### src/rtl/gf180mcu_fd_sc_mcu9t5v0__pwrsw_seq_func.sv
`default_nettype none
// +----------------------------------------------------------------------------+
// | Module      : gf180mcu_fd_sc_mcu9t5v0__pwrsw_seq_func                        |
// | Description : Power-switch sequencer for a gated standard-cell row region.  |
// |               Staggers the header-switch segment enables on and off, one    |
// |               segment every STEP clocks, and acknowledges only once every   |
// |               segment is on and settled.                                    |
// |               Optional macro GF180MCU_FD_SC_MCU9T5V0__PWRSW_ISO_EN adds the |
// |               ISO isolation-clamp request output.                           |
// | Revision    : 1.0 - initial release                                         |
// +----------------------------------------------------------------------------+
module gf180mcu_fd_sc_mcu9t5v0__pwrsw_seq_func #(
  parameter int SEGS = 4,   // header-switch segments, 1..16
  parameter int STEP = 8    // clocks between segment transitions, 1..255
) (
  input  logic            CLK,
  input  logic            RST,
  input  logic            REQ,
  output logic [SEGS-1:0] EN,
  output logic            ACK
`ifdef GF180MCU_FD_SC_MCU9T5V0__PWRSW_ISO_EN
  ,
  output logic            ISO
`endif
);

  // Level register spans 0..SEGS; step counter spans 0..STEP-1.
  localparam int LW = $clog2(SEGS + 1);
  localparam int CW = $clog2(STEP + 1);

  localparam logic [LW-1:0] c_lvl_max = LW'(SEGS);
  localparam logic [LW-1:0] c_lvl_one = LW'(1);
  localparam logic [CW-1:0] c_cnt_rld = CW'(STEP - 1);
  localparam logic [CW-1:0] c_cnt_one = CW'(1);

  typedef enum logic [1:0] {
    S_OFF     = 2'd0,
    S_RAMP_UP = 2'd1,
    S_ON      = 2'd2,
    S_RAMP_DN = 2'd3
  } state_t;

  state_t          r_state;
  state_t          w_state_nxt;
  logic [LW-1:0]   r_lvl;
  logic [LW-1:0]   w_lvl_nxt;
  logic [CW-1:0]   r_cnt;
  logic [CW-1:0]   w_cnt_nxt;

  // State, level and step-counter registers; reset drops every segment at once.
  always_ff @(posedge CLK) begin
    if (RST) begin
      r_state <= S_OFF;
      r_lvl   <= '0;
      r_cnt   <= '0;
    end else begin
      r_state <= w_state_nxt;
      r_lvl   <= w_lvl_nxt;
      r_cnt   <= w_cnt_nxt;
    end
  end

  // Next-state logic: a REQ reversal takes priority over a counter step, and
  // a reversal keeps the current level so EN never jumps.
  always_comb begin
    w_state_nxt = r_state;
    w_lvl_nxt   = r_lvl;
    w_cnt_nxt   = r_cnt;
    case (r_state)
      S_OFF: begin
        if (REQ) begin
          w_state_nxt = S_RAMP_UP;
          w_lvl_nxt   = c_lvl_one;
          w_cnt_nxt   = c_cnt_rld;
        end
      end
      S_RAMP_UP: begin
        if (!REQ) begin
          w_state_nxt = S_RAMP_DN;
          w_cnt_nxt   = c_cnt_rld;
        end else if (r_cnt != '0) begin
          w_cnt_nxt = r_cnt - c_cnt_one;
        end else if (r_lvl < c_lvl_max) begin
          w_lvl_nxt = r_lvl + c_lvl_one;
          w_cnt_nxt = c_cnt_rld;
        end else begin
          w_state_nxt = S_ON;
        end
      end
      S_ON: begin
        if (!REQ) begin
          w_state_nxt = S_RAMP_DN;
          w_cnt_nxt   = c_cnt_rld;
        end
      end
      S_RAMP_DN: begin
        if (REQ) begin
          w_state_nxt = S_RAMP_UP;
          w_cnt_nxt   = c_cnt_rld;
        end else if (r_cnt != '0) begin
          w_cnt_nxt = r_cnt - c_cnt_one;
        end else begin
          w_lvl_nxt = r_lvl - c_lvl_one;
          w_cnt_nxt = c_cnt_rld;
          // Dropping the last segment lands directly in OFF.
          if (r_lvl == c_lvl_one) begin
            w_state_nxt = S_OFF;
            w_cnt_nxt   = '0;
          end
        end
      end
      default: begin
        w_state_nxt = S_OFF;
        w_lvl_nxt   = '0;
        w_cnt_nxt   = '0;
      end
    endcase
  end

  // Thermometer decode of the level: EN = (1 << LVL) - 1.
  for (genvar i = 0; i < SEGS; i++) begin : g_en
    assign EN[i] = (r_lvl > LW'(i));
  end

  assign ACK = (r_state == S_ON);

`ifdef GF180MCU_FD_SC_MCU9T5V0__PWRSW_ISO_EN
  logic r_iso;

  // Isolation releases one edge after ACK rises and re-clamps on the edge ACK
  // falls, so the clamp is in place before any segment is switched off.
  always_ff @(posedge CLK) begin
    if (RST) begin
      r_iso <= 1'b1;
    end else begin
      r_iso <= !((r_state == S_ON) && REQ);
    end
  end

  assign ISO = r_iso;
`endif

endmodule
`default_nettype wire

### config.mk
export PLATFORM = sky130hd
export DESIGN_NAME = gf180mcu_fd_sc_mcu9t5v0__pwrsw_seq_func
export DESIGN_NICKNAME = d
export VERILOG_FILES = /design/src/rtl/gf180mcu_fd_sc_mcu9t5v0__pwrsw_seq_func.sv
export SDC_FILE = /design/constraint.sdc
export NUM_CORES = 1
export LEC_CHECK = 0
export BUFFER_PORTS_ARGS = -buffer_cell sky130_fd_sc_hd__buf_4
export CORE_MARGIN = 8
export CORE_UTILIZATION = 39
export DETAILED_ROUTE_END_ITERATION = 6
export PLACE_DENSITY = 0.56
export SETUP_SLACK_MARGIN = 0.1
export SLEW_MARGIN = 20
export SYNTH_ARGS = -nofsm -noshare
export SYNTH_HDL_FRONTEND = slang
export SYNTH_SLANG_ARGS = --single-unit
### constraint.sdc
create_clock -name CLK -period 2.3 [get_ports CLK]
set_clock_uncertainty 0.2 [all_clocks]
set_input_delay 0.46 -clock CLK [delete_from_list [all_inputs] [get_ports CLK]]
set_output_delay 0.46 -clock CLK [all_outputs]
set_load 0.03 [all_outputs]
==> results.yml, run 1 <==
synth:
  syn_area_um2: 862
  synth_top_family_by_area: "compound AO/OA/AOI/OAI gates"
  yosysWarnings: 0
  synthCells: 98
  synth_largest_type_area_fraction: 0.209
  syn_avg_cell_area_um2: 8.80
  ys_seq_area_frac: 0.209
  synth-xor-area-share: 0
  muxShareOfSynthArea: 0.0914
  synth_nets: 111
  synth-simple-area-share: 0.202
  yosys.area_share.adder: 0.145
  yosysTopAreaCell: "dfxtp_1"
  synth-seq-cells: 9
  synthTopCellsByArea: "dfxtp_1 21%, ha_1 15%, inv_1 3.9%, nand2b_1 3.6%, mux2i_1 3.5%"
  ys_types: 43
  synth_compound_area_frac: 0.277
clock_tree:
  root_buffer: "clkbuf_4"
  post-cts-setup-buffer-count: 0
  clock-sinks: 9
  cts_hold_buffers: 0
  htreeDepth: 1
  cts_resized: 0
  clock_latency_ps: 260
  cts.clk_slew.worst_paths_ps: 60
  clk_path_buf_depth: 2
  tritoncts: "built"
  cts_buffers: 3
timing:
  clock.fmax_mhz: 483
  final.period_utilization: 0.900
  rsz0062_at_grt: "false"
  post-route-min-period_ps: 2070
  final_max_slew_viol_count: 0
  fin_setup_tns_ps: 0
  worst_pin_slew_ps: 430
  setup_viol: 0
  max_slew_margin: 0.712
  final_hold_viol_count: 0
power_and_ir_drop:
  leakage_nw: 0.416
  power_density_nw_per_um2: 1350
  ir_drop_uv: 560
floorplanning:
  core_area_um2: 2150
  fp.dieW_um: 63.0
  dieHeight_um: 63.0
  start_util: 0.401
  placementRows: 17
  ios: 8
  dieArea_um2: 3970
setup_path:
  reg2reg_from: "r_state[1]"
  r2r_cells: 6
  critPathKind: "flop to flop"
  r2r_end: "r_state[0]"
  r2r_setup_slack_ps: 230
  end_kind: "flop"
  crit_start: "r_state[1]"
  crit_fanout: 9
  endpoint: "r_state[0]"
  cp_data_arrival_time_ps: 2010
  worstPathRequired_ps: 2240
  start_kind: "flop"
hold_path:
  hp-class: "input pin to flop"
global_routing:
  grt_use_total: 0.0903
  grt_pass1_wl_mm: 3.05
  overflow: 0
  antenna_found_initial: 0
  grt_pass1_vias: 671
  grt_max_degree: 15
detailed_routing:
  wl_mm: 1.70
  viasPerCell: 5.36
  drc: 0
  vias: 718
  drt-initial-drc-count: 11
  detail_route.wl_per_cell_um: 12.6
  ant_nets: 0
  drt_first_pass_iters: 4
layout:
  syn_to_final_growth_pct: 10.4
  final_area_um2: 952
  n_antenna_cell: 0
  drive_gt1_frac: 0.198
  layout.nets: 120
place:
  placed_cell_area_um2: 926
  place.gp.congestion: 0.778
  port_buffers: 7
  dp_hpwl_mm: 1.36
outcome:
  status: "completed"
run:
  max-cap-violations: 0
[worst min path at each step]
| stage | from | endpoint | slack, ps | cells after the start |
|---|---|---|---|---|
| 6_report | RST | r_cnt[1] | 280 | 2 |
| 5_1_grt | RST | r_cnt[2] | 280 | 2 |
| 4_1_cts | RST | r_cnt[1] | 270 | 2 |
| 3_5_place_dp | r_cnt[1] | r_cnt[1] | 310 | 2 |
| 3_3_place_gp | r_cnt[1] | r_cnt[1] | 300 | 2 |
| 2_1_floorplan | r_state[1] | r_state[1] | 280 | 2 |
[cell usage after synthesis (all sizes together)]
cell type	count
buf	3
a2bb2oi	2
o22ai	1
a311oi	2
nand2b	6
or3b	1
nor4	1
a21oi	6
ha	10
nor2	6
nor2b	3
a41oi	2
mux2	4
inv	9
a211o	1
mux2i	3
or3	1
a21boi	1
clkbuf	1
o21ai	4
a31oi	1
a21o	2
a41o	1
and2	1
o32ai	2
o41ai	2
a211oi	2
o211ai	1
nor3b	2
dfxtp	9
nand2	5
and3	1
nor3	2
[layout make-up]
type / count / area [um2]
Clock buffer: 4 / 26.3
Fill cell: 223 / 1200
Inverter: 9 / 33.8
Multi-Input combinational cell: 76 / 617
Sequential cell: 9 / 180
Tap cell: 28 / 35.0
Timing Repair Buffer: 8 / 60.1
[critical path, cell delays in order (launching register included)]
cell and delay [ps]:
dfxtp_1 370, inv_1 80, ha_1 290, mux2_4 320
a21o_1 190, a21oi_2 160, mux2_1 340
[layer usage]
layer  vias up  track usage  wire (um)  part of all wire
met1       332        0.110        816              0.48
li1        376            -          -                 -
met4         0       0.0171         11            0.0065
met2         8        0.147        802              0.47
met5         -            0          0                 0
met3         2       0.0341         63             0.037
[sequential cells by signal (all words and copies together), names as in the netlist]
name and cells:
r_lvl 3, r_state 2, r_cnt 4
[logic make-up after synthesis]
logic type,count (synthesis)
fa+ha+maj,10
simple gates,29
compound gates,30
flops,9
mux,7
buf+inv,13
[power by group]
part           internal (W)  switching (W)
registers          0.000214      0.0000592
clock network     0.0000669      0.0000562
logic              0.000384       0.000505
total              0.000665       0.000620
[placed cells by master (no fill, tap or decap), types with 2 or more instances in the layout]
cell | netlist | layout
inv_1 | 9 | 9
nand2_1 | 5 | 5
a21o_1 | 2 | 2
a211oi_1 | 2 | 2
nor3_1 | 2 | 2
o41ai_1 | 2 | 2
clkbuf_4 | 0 | 3
buf_4 | 0 | 8
nor2_1 | 6 | 6
dfxtp_1 | 9 | 9
ha_1 | 10 | 10
mux2i_1 | 3 | 3
nand2b_1 | 5 | 5
a21oi_1 | 5 | 5
mux2_1 | 2 | 2
o21ai_0 | 4 | 3
a311oi_1 | 2 | 2
nor2b_1 | 2 | 2
[stage by stage]
stage | std cells | util | worst slack [ps] | hold slack [ps] | power, W
6_report | 134 | 0.443 | 230 | 284 | 0.00129
5_1_grt | 134 | 0.443 | 128 | 280 | 0.00142
4_1_cts | 134 | 0.443 | 215 | 273 | 0.00131
3_5_place_dp | 130 | 0.431 | 230 | 309 | 0.00118
3_3_place_gp | 130 | 0.431 | 224 | 303 | 0.00118
2_1_floorplan | 98 | - | 140 | 282 | 0.000972
No activity file was read; power rests on OpenSTA's default activity.
==> run 2, diff against run 1 <==
Settings changed: PLACE_DENSITY 0.56 to not set, REMOVE_ABC_BUFFERS set to 1.
==> run 2 against run 1 <==
Net effect:
- global-route usage is 0.30 points higher
- count of clock-buffer cells in the layout stayed put
- critical endpoint unchanged
- routed wire length grew 3.1%
- largest power group unchanged
- critical path type unchanged
==> results.yml, run 2 (synthesis gave the netlist of run 1 again) <==
hold_path:
  hp-class: "input pin to flop"
  hp-start: "RST"
  hold_end: "r_cnt[1]"
  worstHoldPathCells: 2
clock_tree:
  cts_hold_buffers: 0
  cts_resized: 0
  htreeDepth: 1
  tritoncts: "built"
  post-cts-setup-buffer-count: 0
  root_buffer: "clkbuf_4"
  clk_path_buf_depth: 2
  cts_buffers: 3
  clock_latency_ps: 270
  clock-sinks: 9
  cts.clk_slew.worst_paths_ps: 70
layout:
  final_common_cell: "ha_1"
  n_antenna_cell: 0
  mostFrequentLayoutCells: "10 x ha_1, 9 x inv_1, 9 x dfxtp_1, 8 x buf_4, 6 x nor2_1"
  syn_to_final_growth_pct: 10.4
  top_register: "r_cnt"
  largest_reg_flops: 4
  drive_gt1_frac: 0.198
  top_regs: "r_cnt (4), r_lvl (3), r_state (2)"
  layout.nets: 120
setup_path:
  cpPeakStageDelay_ps: 370
  end_kind: "flop"
  crit_path_cell_trace: "inv_1 > ha_1 > mux2_4 > a21o_1 > a21oi_2 > mux2_1"
  crit_fanout: 10
  reg2reg_from: "r_state[1]"
  cp_num_buf_inv: 1
  cp_top_family: "multiplexers"
  r2r_setup_slack_ps: 230
  worstPathRequired_ps: 2260
  r2r_cells: 6
  r2r_end: "r_state[0]"
  slowest_stage: "dfxtp_1"
  critPathKind: "flop to flop"
  start_kind: "flop"
  cp_data_arrival_time_ps: 2030
timing:
  final.period_utilization: 0.901
  final_hold_viol_count: 0
  max_slew_margin: 0.689
  setup_ws_ps: 227
  setup_viol: 0
  hold_ws_ps: 265
  worst_pin_slew_ps: 464
  clock.fmax_mhz: 482
  post-route-min-period_ps: 2070
  rsz0062_at_grt: "false"
  final_max_slew_viol_count: 0
  fin_setup_tns_ps: 0
outcome:
  status: "completed"
place:
  place.gp.congestion: 0.845
  dp_slack_ps: 245
  dp_hpwl_mm: 1.32
  port_buffers: 7
global_routing:
  grt_max_degree: 15
  grt_pass1_vias: 652
  overflow: 0
  grt_use_total: 0.0933
  antenna_found_initial: 0
  grt_pass1_wl_mm: 3.05
detailed_routing:
  vias: 716
  detail_route.wl_per_cell_um: 13.0
  drt-initial-drc-count: 11
  wl_mm: 1.75
  viasPerCell: 5.34
  drt_first_pass_iters: 4
  drc: 0
  ant_nets: 0
floorplanning:
  ios: 8
  core_area_um2: 2150
  dieHeight_um: 63.0
  fp.dieW_um: 63.0
  start_util: 0.401
  placementRows: 17
  dieArea_um2: 3970
power_and_ir_drop:
  power_density_nw_per_um2: 1360
  leakage_nw: 0.416
  ir_drop_uv: 619
run:
  max-cap-violations: 0
[run 2: cell counts in the layout (fill, tap and decap cells not counted)]
No cell type changed its count.
[run 2: metrics by stage]
stage / instance area (um2) / instances / util / power (W)
3_5_place_dp: 926 / 130 / 0.431 / 0.00117
3_3_place_gp: 926 / 130 / 0.431 / 0.00117
6_report: 952 / 134 / 0.443 / 0.00130
5_1_grt: 952 / 134 / 0.443 / 0.00142
4_1_cts: 952 / 134 / 0.443 / 0.00131
2_1_floorplan: 831 / 94 / - / 0.000955
[run 2: layout make-up]
cell class | instances | area, um2
timing repair buffer | 8 | 60.1
clock buffer | 4 | 26.3
sequential | 9 | 180
tap | 28 | 35.0
inverter | 9 | 33.8
fill | 219 | 1200
multi-input combinational | 76 | 617
[run 2: per-layer routing]
metal	global-route usage	part of all wire
met1	0.111	0.48
met2	0.142	0.47
met3	0.0412	0.038
met4	0.0370	0.0097
met5	0	0
[run 2: worst register-to-register path, cell delays in order, from the launching register on]
cell     delay, ps
dfxtp_1        370
inv_1           70
ha_1           300
mux2_4         330
a21o_1         190
a21oi_2        170
mux2_1         330
[run 2: worst max-delay path by stage]
| stage | start | to | cells past startpoint |
|---|---|---|---|
| floorplan | r_lvl[0] | EN[3] | 3 |
| global placement | r_state[0] | r_state[0] | 5 |
| detailed placement | r_state[1] | r_state[0] | 6 |
| CTS | r_lvl[2] | EN[3] | 4 |
| global route | r_lvl[2] | EN[3] | 4 |
| finish | r_state[1] | r_state[0] | 6 |
[run 2: report_power, final]
group          internal, W  switching [W]
clock network    0.0000672      0.0000626
logic             0.000386       0.000507
registers         0.000214      0.0000612
total             0.000668       0.000631
==> run 3, diff against run 2 <==
Settings changed: PLACE_DENSITY set to 0.62.
==> run 3 against run 2 <==
Net effect:
- flip-flop and latch count stayed put
- via count up 1.5%
- register-to-register slack about the same
- combinational power increased by 0.4%
- die area unchanged
- utilization unchanged
- non-clock buffer count unchanged
- critical path depth unchanged
- clock power about the same
- largest cell class unchanged
- highest routed layer is now met3
==> results.yml, run 3 (synthesis gave the netlist of run 1 again) <==
outcome:
  status: "completed"
timing:
  final_max_slew_viol_count: 0
  hold_ws_ps: 270
  setup_ws_ps: 231
  setup_viol: 0
  fin_setup_tns_ps: 0
  clock.fmax_mhz: 483
  max_slew_margin: 0.698
  rsz0062_at_grt: "false"
  worst_pin_slew_ps: 451
  final_hold_viol_count: 0
  post-route-min-period_ps: 2070
  final.period_utilization: 0.900
floorplanning:
  start_util: 0.401
  dieHeight_um: 63.0
  fp.dieW_um: 63.0
  dieArea_um2: 3970
  placementRows: 17
  ios: 8
  core_area_um2: 2150
global_routing:
  grt_pass1_vias: 691
  grt_max_degree: 15
  overflow: 0
  grt_use_total: 0.0916
  grt_pass1_wl_mm: 3.03
  antenna_found_initial: 0
layout:
  top_regs: "r_cnt (4), r_lvl (3), r_state (2)"
  syn_to_final_growth_pct: 10.4
  final_common_cell: "ha_1"
  n_antenna_cell: 0
  drive_gt1_frac: 0.198
  mostFrequentLayoutCells: "10 x ha_1, 9 x inv_1, 9 x dfxtp_1, 8 x buf_4, 6 x nor2_1"
  top_register: "r_cnt"
  layout.nets: 120
  largest_reg_flops: 4
clock_tree:
  root_buffer: "clkbuf_4"
  htreeDepth: 1
  cts_resized: 0
  clock-sinks: 9
  post-cts-setup-buffer-count: 0
  tritoncts: "built"
  cts.clk_slew.worst_paths_ps: 70
  cts_hold_buffers: 0
  clock_latency_ps: 270
  cts_buffers: 3
  clk_path_buf_depth: 2
detailed_routing:
  vias: 727
  drt_first_pass_iters: 4
  detail_route.wl_per_cell_um: 13.4
  drt-initial-drc-count: 15
  wl_mm: 1.79
  drc: 0
  ant_nets: 0
  viasPerCell: 5.43
power_and_ir_drop:
  leakage_nw: 0.416
  power_density_nw_per_um2: 1360
  ir_drop_uv: 679
setup_path:
  start_kind: "flop"
  crit_fanout: 8
  critPathKind: "flop to flop"
  worstPathRequired_ps: 2250
  end_kind: "flop"
  cp_data_arrival_time_ps: 2020
run:
  max-cap-violations: 0
place:
  dp_slack_ps: 248
  dp_hpwl_mm: 1.38
  port_buffers: 7
  place.gp.congestion: 0.807
hold_path:
  hp-class: "input pin to flop"
-- run 3: cell counts in the layout (fill, tap and decap cells not counted) --
Identical to the previous run, type by type.
-- run 3: layout make-up --
type	instances	area, um2
Fill cell	220	1200
Multi-Input combinational cell	76	617
Sequential cell	9	180
Timing Repair Buffer	8	60.1
Tap cell	28	35.0
Inverter	9	33.8
Clock buffer	4	26.3
-- run 3: path summary, 6_finish.rpt --
path,start,endpoint,slack [ps],cells past startpoint
worst max-delay path,r_state[1],r_state[0],230,6
worst min-delay path,RST,r_cnt[2],270,2
worst max register to register,r_state[1],r_state[0],230,6
worst min register to register,r_cnt[1],r_cnt[1],310,2
-- run 3: worst max-delay path, stage by stage, from the launching register on --
cell	delay, ps
dfxtp_1	380
inv_1	80
ha_1	280
mux2_4	320
a21o_1	190
a21oi_2	170
mux2_1	330
-- run 3: routing by layer --
metal	part of all wire	global-route usage
met1	0.46	0.0981
met3	0.028	0.0376
met5	0	0
met2	0.51	0.163
met4	0	0.0199
-- run 3: metrics by stage --
step	total power, W	instances	area, um2	util
detailed placement	0.00118	130	926	0.431
CTS	0.00131	134	952	0.443
global placement	0.00117	130	926	0.431
floorplan	0.000955	94	831	-
global route	0.00142	134	952	0.443
finish	0.00130	134	952	0.443
-- run 3: where the power goes --
part	switching [W]	internal [W]
Combinational	0.000514	0.000385
Sequential	0.0000595	0.000214
Clock	0.0000595	0.0000670
Total	0.000633	0.000666
